### config.mk
export PLATFORM = sky130hd
export DESIGN_NAME = ram_stack_ctrl
export DESIGN_NICKNAME = d
export VERILOG_FILES = /design/src/rtl/ram_stack_ctrl_pkg.sv /design/src/rtl/ram_stack_ctrl.sv
export SDC_FILE = /design/constraint.sdc
export NUM_CORES = 1
export LEC_CHECK = 0
export CAP_MARGIN = 10
export CORE_ASPECT_RATIO = 1.5
export CORE_UTILIZATION = 25
export DETAILED_ROUTE_END_ITERATION = 6
export DONT_BUFFER_PORTS = 1
export PLACE_DENSITY = 0.45
export SYNTH_ARGS = -nofsm -noshare
export SYNTH_HDL_FRONTEND = slang
export SYNTH_SLANG_ARGS = --single-unit
### constraint.sdc
create_clock -name clk -period 2.55 [get_ports clk]
set_input_delay 0.1275 -clock clk [delete_from_list [all_inputs] [get_ports clk]]
set_output_delay 0.1275 -clock clk [all_outputs]
set_load 0.02 [all_outputs]
### src/rtl/ram_stack_ctrl_pkg.sv
// Shared types and default geometry for the RAM-backed LIFO stack controller.
package ram_stack_ctrl_pkg;

  localparam int STK_AW = 4;
  localparam int STK_DW = 8;

  typedef enum logic [1:0] {
    IDLE = 2'd0,
    WR   = 2'd1,
    RD   = 2'd2,
    RDWR = 2'd3
  } stk_state_t;

endpackage

### src/rtl/ram_stack_ctrl.sv
// LIFO stack controller driving a single-port scratch RAM; push, pop and
// replace (pop + push in place) with sticky overflow/underflow flags.
//
// state | meaning
// IDLE  | RAM released (cs=0), requests sampled
// WR    | write of pushed word at sp in progress, sp increments on exit
// RD    | read of top word at sp-1, dout/valid update on exit
// RDWR  | replace: overwrite top word with latched din, sp unchanged
module ram_stack_ctrl
  import ram_stack_ctrl_pkg::*;
#(
  parameter int AW = STK_AW,
  parameter int DW = STK_DW
) (
  input  logic          clk,
  input  logic          rst_n,
  input  logic          push,
  input  logic          pop,
  input  logic [DW-1:0] din,
  input  logic          clr_err,
  output logic [DW-1:0] dout,
  output logic          valid,
  output logic          busy,
  output logic          full,
  output logic          empty,
  output logic [AW:0]   count,
  output logic          overflow,
  output logic          underflow,
  output logic [AW-1:0] ram_addr,
  output logic [DW-1:0] ram_wdata,
  output logic          ram_we,
  output logic          ram_cs,
  input  logic [DW-1:0] ram_rdata
);

  localparam logic [AW:0] SP_MAX = {1'b1, {AW{1'b0}}};

  stk_state_t  state;
  logic [AW:0] sp;
  logic        replace;
  logic [AW:0] sp_dec;

  assign sp_dec = sp - (AW+1)'(1);
  assign busy   = (state != IDLE);
  assign full   = (sp == SP_MAX);
  assign empty  = (sp == '0);
  assign count  = sp;

  always_ff @(posedge clk) begin
    if (!rst_n) begin
      state     <= IDLE;
      sp        <= '0;
      replace   <= 1'b0;
      dout      <= '0;
      valid     <= 1'b0;
      ram_addr  <= '0;
      ram_wdata <= '0;
      ram_we    <= 1'b0;
      ram_cs    <= 1'b0;
      overflow  <= 1'b0;
      underflow <= 1'b0;
    end else begin
      valid <= 1'b0;
      // Clear first so that an error raised on the same edge survives.
      if (clr_err) begin
        overflow  <= 1'b0;
        underflow <= 1'b0;
      end
      case (state)
        IDLE: begin
          if (push && !pop) begin
            if (full) begin
              overflow <= 1'b1;
            end else begin
              state     <= WR;
              ram_addr  <= sp[AW-1:0];
              ram_wdata <= din;
              ram_we    <= 1'b1;
              ram_cs    <= 1'b1;
            end
          end else if (pop) begin
            if (empty) begin
              underflow <= 1'b1;
            end else begin
              state    <= RD;
              ram_addr <= sp_dec[AW-1:0];
              ram_we   <= 1'b0;
              ram_cs   <= 1'b1;
              replace  <= push;
              // Replace data is held in ram_wdata; harmless while we=0.
              if (push) ram_wdata <= din;
            end
          end
        end
        WR: begin
          sp     <= sp + (AW+1)'(1);
          ram_we <= 1'b0;
          ram_cs <= 1'b0;
          state  <= IDLE;
        end
        RD: begin
          dout  <= ram_rdata;
          valid <= 1'b1;
          if (replace) begin
            ram_we <= 1'b1;
            state  <= RDWR;
          end else begin
            sp     <= sp_dec;
            ram_cs <= 1'b0;
            state  <= IDLE;
          end
        end
        RDWR: begin
          ram_we <= 1'b0;
          ram_cs <= 1'b0;
          state  <= IDLE;
        end
        default: state <= IDLE;
      endcase
    end
  end

endmodule

== Word-level counts from Yosys, hierarchy flattened ==
Index checks and enable logic that the tools add are counted.

* Bits in registers: 33
* Bits in latches: 0
* Memory bits (writable): 0
* Bits in read-only memories: 0
* Input port bits: 21
* Output and inout port bits: 33
* Word-level logic and storage cells: 80
* Memories: 0

* $add $sub $neg: 2
* Multiply operators: 0
* Div/mod/pow operators: 0
* $lt $le $gt $ge: 0
* Equality and inequality tests: 11
* Shift-type cells: 0
* Muxes and demuxes: 38
* Bitwise operators: 2
* Reductions and logical operators: 16

{| class="wikitable"
|+ Operators with widths
! kind !! number
|-
| $mux 8 || 5
|-
| $mux 1 || 19
|-
| $mux 4 || 4
|-
| $reduce_and 4->1 || 4
|-
| $mux 2 || 5
|-
| $pmux 5 s2 || 1
|-
| $ne 3x3->1 const B || 3
|-
| $reduce_bool 2->1 || 4
|-
| $ne 2x2->1 const B || 3
|-
| $pmux 1 s3 || 2
|-
| $pmux 2 s3 || 1
|-
| $add 5x1->5 const B || 1
|-
| $eq 5x5->1 const B || 1
|-
| $logic_not 5->1 || 1
|-
| $mux 5 || 1
|-
| $reduce_and 5->1 || 1
|-
| $sub 5x1->5 const B || 1
|-
| $eq 2x2->1 const B || 2
|-
| $reduce_and 3->1 || 1
|-
| $eq 2x1->1 const B || 1
|-
| $logic_not 2->1 || 1
|-
| $ne 2x1->1 const B || 1
|-
| $not 1->1 || 2
|-
| $reduce_and 2->1 || 1
|-
| other kinds (3) || 3
|}

== Logic depth before layout (Yosys ltp) ==
Gate-level depths: netlist of the first run.

* Depth in word-level cells: 5
* Depth in mapped cells: 7

== Worst setup path after synthesis of the first run ==
Ideal clock, no wire load.

* Path type: register -> register
* Start: register sp[0], in the netlist count[0]
* End: register ram_wdata[0]
* Setup time: 0.128 ns
* Arrival time: 1.604 ns
* Slack: 0.818 ns
* Stages on the path, launching flop included: 8
* Path buffers: 1
* Period minus slack after synthesis: 1.732 ns
* Cells stage by stage: dfxtp_1 > inv_1 > ha_1 > nor3b_4 > a211o_1 > buf_6 > mux2i_1 > nor2_1

* Word-level cells in the longest chain between the ends: 3
* Elaborated cells between the ends (all ways): 5

{| class="wikitable"
|+ Ends and longest elaborated chain
! element !! RTL line !! source
|-
| from (decl) || ram_stack_ctrl.sv:39 || <nowiki>logic [AW:0] sp;</nowiki>
|-
| from (signal assigned) || ram_stack_ctrl.sv:96 || <nowiki>sp <= sp + (AW+1)'(1);</nowiki>
|-
| from (signal assigned) || ram_stack_ctrl.sv:108 || <nowiki>sp <= sp_dec;</nowiki>
|-
| $eq 5x5->1 / $logic_not 5->1 (equally long branches) || ram_stack_ctrl.sv:45, ram_stack_ctrl.sv:46 ||
|-
| $ne 2x2->1 (no source line) / $ne 2x1->1 (equally long branches) || -- ||
|-
| $reduce_and 5->1 (no source line) (*) || -- ||
|-
| to (signal assigned) || ram_stack_ctrl.sv:77 || <nowiki>ram_wdata <= din;</nowiki>
|-
| to (signal assigned) || ram_stack_ctrl.sv:91 || <nowiki>if (push) ram_wdata <= din;</nowiki>
|-
| to (decl) || ram_stack_ctrl.sv:30 || <nowiki>output logic [DW-1:0] ram_wdata,</nowiki>
|}

Mark *: on every way between the ends. The rest lies on a longest branch, timed or not.
A chain may end at the register's enable or synchronous reset.

== Final worst setup path of the first run ==
Ends and elaborated chain as after synthesis.

==> results of run 1 <==
through the flow:
step           worst slack (ns)  utilization [%]  hold WS (ns)  cells
2_1_floorplan             0.818                -         0.264    166
3_3_place_gp              0.576             26.5         0.266    231
3_5_place_dp              0.541             26.5         0.270    231
4_1_cts                   0.515             30.9       0.00104    255
5_1_grt                   0.407             31.1        0.0244    256
6_report                  0.546             31.1        0.0154    256
where the power goes:
group / total [W] / internal (W) / switching [W]
registers: 0.00103 / 0.000678 / 0.000347
clock network: 0.000399 / 0.000214 / 0.000185
logic: 0.000985 / 0.000426 / 0.000559
total: 0.00241 / 0.00132 / 0.00109
kinds of logic after synthesis:
| logic type | count (synthesis) |
|---|---|
| adders and majority gates | 2 |
| and+or+nand+nor | 68 |
| xor gates and xnor gates | 7 |
| muxes | 11 |
| DFF | 33 |
| buffers and inverters | 14 |
| AOI/OAI and AO/OA | 31 |
per-layer routing:
metal	GRT usage, %	share of wire (%)	vias up
met5	0	0	-
met4	6.67	2.4	0
met3	3.55	5.5	7
met2	20.7	52	35
met1	12.1	40	537
li1	-	-	589
state kept, by name (all words and copies together), names as in the netlist:
signal     count
count          5
dout           8
overflow       1
ram_addr       4
ram_cs         1
ram_wdata      8
ram_we         1
replace        1
state          2
underflow      1
valid          1
worst paths after layout:
kind	start	cells past startpoint	endpoint
setup / recovery	count[0]	6	ram_wdata[0]
hold / removal	pop	2	underflow
setup reg to reg	count[0]	6	ram_wdata[0]
hold reg to reg	replace	2	ram_cs
cell usage in the layout, fill, tap and decap left out, types with 3 or more instances in the layout:
| cell | synthesis | layout |
|---|---|---|
| dfxtp_1 | 33 | 33 |
| nor2_1 | 24 | 24 |
| nand2_1 | 23 | 23 |
| dlygate4sd3_1 | 0 | 18 |
| a21oi_1 | 16 | 16 |
| mux2i_1 | 11 | 11 |
| clkbuf_8 | 0 | 6 |
| nand2b_1 | 5 | 5 |
| inv_1 | 4 | 4 |
| nor2b_1 | 4 | 4 |
| xor2_1 | 4 | 4 |
| a211oi_1 | 3 | 3 |
| o21ai_0 | 3 | 3 |
worst register-to-register path: cells and delay by family, from the launching register on:
family | cells | cell delay (ns)
simple gates | 2 | 0.38
flops | 1 | 0.43
buf+inv | 1 | 0.14
mux | 1 | 0.25
compound gates | 1 | 0.46
fa+ha+maj | 1 | 0.21
final cells by class:
type	instances	area, um2	share of cell area [%]
multi-input combinational	119	739	41.4
sequential	33	661	37.0
timing repair buffer	19	188	10.5
tap	72	90.1	5.04
clock buffer	7	86.3	4.83
inverter	6	22.5	1.26
==> metrics, run 1 <==
GPL Wtd Cong 0.703; via count 1168; Worst-path clk slew 0.07 ns; # hold bufs at CTS 17; asr flop ratio synth 0%; Avg WL per Cell 14.1 um; die width 64.8 um; fmax 0.499 GHz; max_slew headroom 62.1%; CP cell instances inv_1 > ha_1 > nor3b_4 > a211o_1 > mux2i_1 > nor2_1; top area cells in the synthesized netlist dfxtp_1, mux2i_1, nor2_1; first-pass iteration count of the detailed router 4; final hold viol count 0; Layout area overhead 20.7%; hpwl dp 2.60 mm; Clock Tree Buf Depth 2; Total GRT Usage 11.7%; status completed; pwr/cell area 1350 mW/mm2; setup_tns 0 ns; initial antenna violation count 0; I/O pin cnt 54; largest family of logic cells by synthesized area simple AND/OR/NAND/NOR gates; root buffer cell clkbuf_8; fin crit period 2.00 ns; drt total wl 3.61 mm; overall power 0.00241 W; cts bufs inserted 5; Detailed Route Iter0 Violations 26; Commonest cells post-synth dfxtp_1, nor2_1, nand2_1; period utilisation layout 78.6%; final slew viol count 0; net count after synthesis 189; synth warn 0; CTS sink cnt 33; startpoint types register; CP bufs+invs 1; filler cell count 638; RSZ-0062 raised after global routing no; adder-cell share of the synthesized area 1.69%; average size of a mapped cell 8.92 um2; CTS tree yes; Avg Vias per Cell 4.56; register area share after synthesis 44.6%; Post-DP Area 0.00152 mm2; worst-path fanout max 8; final setup violation count 0; CP Data Arrival Time 2.16 ns; Synth Area in Simple Gates 22.7%; first-pass GRT wire length 5.42 mm; Mapped Area 0.00148 mm2; Synth Area in Compound Gates 13.5%; max_cap viols 0; Largest delay share family, worst path compound AO/OA/AOI/OAI gates; Post-CTS Setup Inserts 0; # DRC 0; fin area 0.00179 mm2; Hold Path Class input port to register; Starting Density 25.8%; H-tree depth 2; vias in the first global route 1093; number of synthesized flops with an enable pin 0; largest net degree at the start of global routing 29; Post-CTS Resized 0; worst slew pin tran 0.568 ns; top cell type by total area after synthesis dfxtp_1; required time of the critical path 2.71 ns; VDD IR-drop max 528 uV; clk_skew 0.00231 ns; Worst setup EP type register; Core Footprint 0.00574 mm2; IO Port Bufs 0; grt total ovfl 0; Mapped Cells 166; crit-path max cell delay 0.46 ns; net count of the finished layout 207; row cnt 34; flops & latches, synth 33; DIE AREA 0.00624 mm2; n_diodes 0; DIE HEIGHT 96.2 um; LEAKAGE 0.719 nW; post-synthesis mux area share 7.44%; share of layout cells above drive strength 1 8.15%; post-route ant nets 0; XOR/XNOR Fraction of Synth Area 4.65%; share of the synthesized area in the top cell type 44.6%; Clk Latency, worst-skew pair 0.28 ns; top-count cell post-synth dfxtp_1; R2R setup slack 0.55 ns; Synth cell types 37; slowest CP cell a211o_1; Primary FF master, synth dfxtp_1; Setup CP Type register to register
Note: power is estimated with default switching activity, not from simulation.
==> inputs of run 2 (changes only) <==
--- a/config.mk
+++ b/config.mk
@@ -5,12 +5,13 @@
 export SDC_FILE = /design/constraint.sdc
 export NUM_CORES = 1
 export LEC_CHECK = 0
+export ABC_AREA = 1
 export CAP_MARGIN = 10
 export CORE_ASPECT_RATIO = 1.5
 export CORE_UTILIZATION = 25
 export DETAILED_ROUTE_END_ITERATION = 6
 export DONT_BUFFER_PORTS = 1
-export PLACE_DENSITY = 0.45
+export PLACE_DENSITY = 0.47
 export SYNTH_ARGS = -nofsm -noshare
 export SYNTH_HDL_FRONTEND = slang
 export SYNTH_SLANG_ARGS = --single-unit
==> constraint.sdc (replaced) <==
create_clock -name clk -period 1.65 [get_ports clk]
set_input_delay 0.0825 -clock clk [delete_from_list [all_inputs] [get_ports clk]]
set_output_delay 0.0825 -clock clk [all_outputs]
set_load 0.02 [all_outputs]
==> metrics, run 2 <==
Setup CP Type register to register; final hold viol count 0 (unchanged); startpoint types register; top area cells in the synthesized netlist dfxtp_1, nor2_1, nand2_1; power share of the clock group 19.6% (+3.0 points); max_slew headroom 39.3% (-23 points); setup_tns 0 ns (unchanged); H-tree depth 2 (unchanged); initial antenna violation count 0 (unchanged); clk_skew 0.00198 ns (-0.000330 ns); share of layout cells above drive strength 1 16.1% (+7.9 points); fmax 0.668 GHz (+34%); R2R depth 7 (+1); crit-path max cell delay 0.35 ns (-0.11 ns); Synth Area in Compound Gates 12.4% (-1.2 points); required time of the critical path 1.83 ns (-0.88 ns); Mapped Cells 227 (+37%); via count 1451 (+24%); highest-count cells in the layout ignoring fill and taps nor2_1, nand2_1, dfxtp_1; Largest delay share family, worst path compound AO/OA/AOI/OAI gates; DIE HEIGHT 101 um (+4.8%); R2R setup slack 0.15 ns (-0.39 ns); fin crit period 1.50 ns (-0.508 ns); XOR/XNOR Fraction of Synth Area 1.07% (-3.6 points); slowest CP cell o21ai_0; share of the synthesized area in the top cell type 40.5% (-4.1 points); hold_sp rst_n; status completed; number of synthesized flops with an enable pin 0 (unchanged); vias in the first global route 1441 (+32%); Clk Latency, worst-skew pair 0.28 ns (about the same); Core Footprint 0.00622 mm2 (+8.3%); Comb pwr share 45.3% (+4.4 points); Avg Vias per Cell 4.49 (-1.5%); top-count cell post-synth nor2_1; Hold Path Class input port to register; IO Port Bufs 0 (unchanged); Commonest cells post-synth nor2_1, nand2_1, dfxtp_1; LEAKAGE 0.892 nW (+24%); synth warn 0 (unchanged); n_diodes 0 (unchanged); Worst-path clk slew 0.07 ns (about the same); worst-path fanout max 5 (-3); CP bufs+invs 1 (unchanged); first-pass iteration count of the detailed router 3 (-1); post-synthesis mux area share 0% (-7.4 points); asr flop ratio synth 0% (unchanged); Primary FF master, synth dfxtp_1; largest net degree at the start of global routing 28 (-3.4%); cts bufs inserted 5 (unchanged); Layout area overhead 23.2%; grt total ovfl 0 (unchanged); adder-cell share of the synthesized area 1.53% (-0.16 points); flops & latches, synth 33 (unchanged); average size of a mapped cell 7.18 um2 (-19%); # DRC 0 (unchanged); RSZ-0062 raised after global routing no; Avg WL per Cell 12.9 um (-8.3%); switching share of power 46.7% (+1.4 points); sequential power share 35.1% (-7.5 points); CTS sink cnt 33 (unchanged); pwr/cell area 2290 mW/mm2 (+70%); Hold Path End valid; post-route ant nets 0 (unchanged); max_cap viols 0 (unchanged); drt total wl 4.18 mm (+16%); net count of the finished layout 271 (+31%); Post-DP Area 0.00175 mm2 (+15%); CP Data Arrival Time 1.68 ns (-0.48 ns); VDD IR-drop max 739 uV (+40%); top cell type by total area after synthesis dfxtp_1; hpwl dp 3.04 mm (+17%); row cnt 35 (+2.9%); Detailed Route Iter0 Violations 81 (+210%); Synth Area in Simple Gates 36.2% (+14 points); period utilisation layout 90.7% (+12 points); register area share after synthesis 40.5% (-4.1 points); Starting Density 26.2% (+0.44 points); fin area 0.00201 mm2 (+12%); Switching Power 0.00215 W (+97%); first-pass GRT wire length 6.62 mm (+22%); Post-CTS Setup Inserts 0 (unchanged); Mapped Area 0.00163 mm2 (+10%); FF-to-FF Start count[0]; cell internal pwr 0.00245 W (+86%); GPL Wtd Cong 0.815 (+16%); Synth cell types 26 (-30%); Worst setup EP type register; cell mode on critical path nand3_1; Cells on Worst Hold Path 2 (unchanged); largest family of logic cells by synthesized area simple AND/OR/NAND/NOR gates; commonest non-fill, non-tap cell in the layout nor2_1; die width 67.9 um (+4.8%); net count after synthesis 250 (+32%); CTS tree yes; final setup violation count 0 (unchanged); root buffer cell clkbuf_8; DIE AREA 0.00685 mm2 (+9.9%); FF-to-FF End count[4]; Clock Tree Buf Depth 2 (unchanged); Total GRT Usage 12.9% (+1.2 points); I/O pin cnt 54 (unchanged); worst slew pin tran 0.908 ns (+0.339 ns); CP cell instances buf_4 > ha_1 > nand3_1 > o21ai_0 > nand3_1 > nand2_1 > nor2_1; final slew viol count 0 (unchanged)
[run 2: cell types whose count changed after synthesis, sizes merged, moves of 3 or more]
cell    delta
mux2i     -11
a211oi     -4
nand3      +9
nand2b     -5
xor2       -3
o21ai     +16
nand3b     +9
nand2     +19
nand4      +3
nor2      +35
nor2b      -4
inv       +15
[run 2: stage by stage]
stage | instances | worst slack [ns] | utilization [%] | hold WS (ns) | power (W)
6_report | 323 | 0.154 | 32.3 | 0.0108 | 0.00459
5_1_grt | 323 | 0.0179 | 32.3 | 0.00361 | 0.00498
3_5_place_dp | 304 | 0.118 | 28.2 | 0.212 | 0.00367
4_1_cts | 323 | 0.0867 | 32.1 | 0.0102 | 0.00462
3_3_place_gp | 304 | 0.166 | 28.2 | 0.212 | 0.00367
2_1_floorplan | 227 | 0.00360 | - | 0.217 | 0.00319
[run 2: metal layers]
| layer | share of wire [%] | GRT usage [%] | up-vias |
|---|---|---|---|
| met1 | 40 | 14.0 | 641 |
| met2 | 51 | 22.6 | 43 |
| met3 | 7.5 | 5.09 | 5 |
| met5 | 0 | 0 | - |
| met4 | 1.0 | 3.37 | 0 |
| li1 | - | - | 762 |
[run 2: worst max path at each step]
stage,start,endpoint,slack [ns],cells past startpoint
final,count[0],count[4],0.15,7
after floorplan,count[0],ram_wdata[2],0.004,11
after CTS,count[0],ram_addr[3],0.09,11
after global routing,rst_n,state[0],0.02,3
after detailed placement,count[0],ram_addr[3],0.12,11
after global placement,count[0],ram_addr[3],0.17,11
[run 2: logic make-up after synthesis]
kind of cell / count (synthesis)
xor gates and xnor gates: 2
DFF: 33
buffers and inverters: 29
adders and majority gates: 2
AOI/OAI and AO/OA: 37
and+or+nand+nor: 124
[run 2: final cells by class]
cell class,count,area [um2]
fillers,695,4210
clock buffers,5,68.8
multi-input cells,165,847
repair buffers,22,193
inverters,21,81.3
flip-flops and latches,33,661
clock inverters,3,65.1
well taps,74,92.6
[run 2: power by group through the flow]
stage          combinational [W]  clock (W)  sequential [W]
2_1_floorplan            0.00154          0         0.00166
3_3_place_gp             0.00203          0         0.00164
3_5_place_dp             0.00203          0         0.00164
4_1_cts                  0.00207   0.000925         0.00162
5_1_grt                  0.00236   0.000955         0.00166
6_report                 0.00208   0.000902         0.00161
[run 2: timing repair]
item / 4_1_cts / 5_1_grt
endpoints found under the setup margin: 0 / 16
endpoints found under the hold margin: 28 / 0
gates resized for setup: 0 / 3
hold buffers: 11 / 0
==> inputs of run 3 (changes only) <==
--- a/config.mk
+++ b/config.mk
@@ -5,7 +5,6 @@
 export SDC_FILE = /design/constraint.sdc
 export NUM_CORES = 1
 export LEC_CHECK = 0
-export ABC_AREA = 1
 export CAP_MARGIN = 10
 export CORE_ASPECT_RATIO = 1.5
 export CORE_UTILIZATION = 25
==> metrics, run 3 (same netlist as run 1, synthesis figures left out) <==
GPL Wtd Cong 0.835 (+2.5%); via count 1239 (-15%); Total GRT Usage 12.5% (-0.46 points); row cnt 34 (-2.9%); hold_sp rst_n; H-tree depth 2 (unchanged); fin area 0.00197 mm2 (-1.7%); die width 64.8 um (-4.6%); hpwl dp 2.65 mm (-13%); CTS sink cnt 33 (unchanged); vias in the first global route 1186 (-18%); drt total wl 3.81 mm (-8.7%); Clk Latency, worst-skew pair 0.29 ns (about the same); Post-DP Area 0.00163 mm2 (-6.8%); Layout area overhead 33.3%; worst-path fanout max 7 (+2); startpoint types register; net count of the finished layout 226 (-17%); Core Footprint 0.00574 mm2 (-7.6%); final hold viol count 0 (unchanged); first-pass iteration count of the detailed router 4 (+1); fin crit period 1.61 ns (+0.118 ns); share of layout cells above drive strength 1 19.7% (+3.6 points); worst slew pin tran 0.506 ns (-0.401 ns); power share of the clock group 14.7% (-4.9 points); LEAKAGE 0.822 nW (-7.8%); sequential power share 34.5% (-0.6 points); VDD IR-drop max 908 uV (+23%); Fin Hold WS 0.0174 ns (+0.00658 ns); pwr/cell area 2160 mW/mm2 (-5.4%); R2R depth 7 (unchanged); CP Data Arrival Time 1.77 ns (+0.09 ns); Avg Vias per Cell 4.51 (+0.29%); Comb pwr share 50.8% (+5.5 points); # DRC 0 (unchanged); DIE AREA 0.00624 mm2 (-9.0%); Cells on Worst Hold Path 2 (unchanged); max_cap viols 0 (unchanged); Avg WL per Cell 13.9 um (+7.2%); Setup CP Type register to register; Worst setup EP type register; # placed instances 244 (-20%); post-route insts no fill 275 (-15%); Switching Power 0.00182 W (-15%); IO Port Bufs 0 (unchanged); R2R setup slack 0.04 ns (-0.12 ns); first-pass GRT wire length 5.89 mm (-11%); FF-to-FF Start count[1]; fmax 0.619 GHz (-7.3%); switching share of power 42.5% (-4.2 points); final core utilization 34.4% (+2.1 points); Clock Tree Buf Depth 2 (unchanged); clk_skew 0.00770 ns (+0.00572 ns); cts bufs inserted 5 (unchanged); DIE HEIGHT 96.2 um (-4.6%); status completed; required time of the critical path 1.81 ns (-0.02 ns); I/O pin cnt 54 (unchanged); Detailed Route Iter0 Violations 32 (-60%); root buffer cell clkbuf_8; Starting Density 25.8% (-0.44 points); Hold Path End ram_we; commonest non-fill, non-tap cell in the layout dfxtp_1; n_diodes 0 (unchanged); cell internal pwr 0.00245 W (+0.23%); final slew viol count 0 (unchanged); largest net degree at the start of global routing 29 (+3.6%); CTS tree yes; highest-count cells in the layout ignoring fill and taps dfxtp_1, nor2_1, nand2_1; grt total ovfl 0 (unchanged); initial antenna violation count 0 (unchanged); period utilisation layout 97.8% (+7.2 points); final setup violation count 0 (unchanged); Worst-path clk slew 0.07 ns (about the same); Hold Path Class input port to register; post-route ant nets 0 (unchanged); max_slew headroom 66.2% (+27 points); FF-to-FF End ram_addr[0]; RSZ-0062 raised after global routing yes
[run 3: layer usage]
metal / track usage [%] / routed length, um / up-vias
li1: - / - / 627
met1: 13.6 / 1490 / 565
met2: 20.8 / 1980 / 36
met3: 4.03 / 220 / 11
met4: 7.41 / 123 / 0
met5: 0 / 0 / -
[run 3: worst max path at each step]
stage / depth (start not counted) / start / slack (ns) / endpoint
2_1_floorplan: 6 / count[0] / 0.004 / underflow
6_report: 7 / count[1] / 0.04 / ram_addr[0]
4_1_cts: 7 / count[0] / 0.003 / ram_wdata[0]
3_5_place_dp: 7 / count[0] / 0.004 / ram_wdata[0]
5_1_grt: 7 / count[1] / -0.05 / ram_addr[0]
3_3_place_gp: 7 / count[0] / 0.04 / ram_wdata[7]
[run 3: critical path, cell delays in order, from the launching register on]
cell	delay (ns)
dfxtp_2	0.34
inv_2	0.05
ha_4	0.15
nor3b_4	0.16
buf_6	0.12
a211oi_4	0.38
mux2i_1	0.22
nor2_1	0.05
[run 3: metrics by stage]
step           setup TNS (ns)  total power, W  setup WS, ns
5_1_grt                -0.147         0.00458       -0.0486
3_5_place_dp                0         0.00338       0.00431
3_3_place_gp                0         0.00337        0.0395
2_1_floorplan               0         0.00287       0.00406
4_1_cts                     0         0.00415       0.00349
6_report                    0         0.00427        0.0356
[run 3: repair_timing]
item | CTS | global route
endpoints found under the hold margin | 20 | 0
pin swaps | 2 | 4
hold buffers | 20 | 0
setup endpoints to repair | 5 | 12
gates resized for setup | 4 | 4
cloned | 0 | 0
setup buffers | 1 | 3
[run 3: cell type report]
type	count	area (um2)
flip-flops and latches	33	663
multi-input cells	119	759
repair buffers	38	352
well taps	72	90.1
inverters	6	22.5
fillers	616	3770
clock buffers	7	86.3
[run 3: power by group through the flow]
stage / combinational, W / clock, W / sequential (W)
finish: 0.00217 / 0.000629 / 0.00147
floorplan: 0.00135 / 0 / 0.00152
global placement: 0.00189 / 0 / 0.00149
global route: 0.00240 / 0.000673 / 0.00151
detailed placement: 0.00189 / 0 / 0.00149
CTS: 0.00203 / 0.000646 / 0.00147
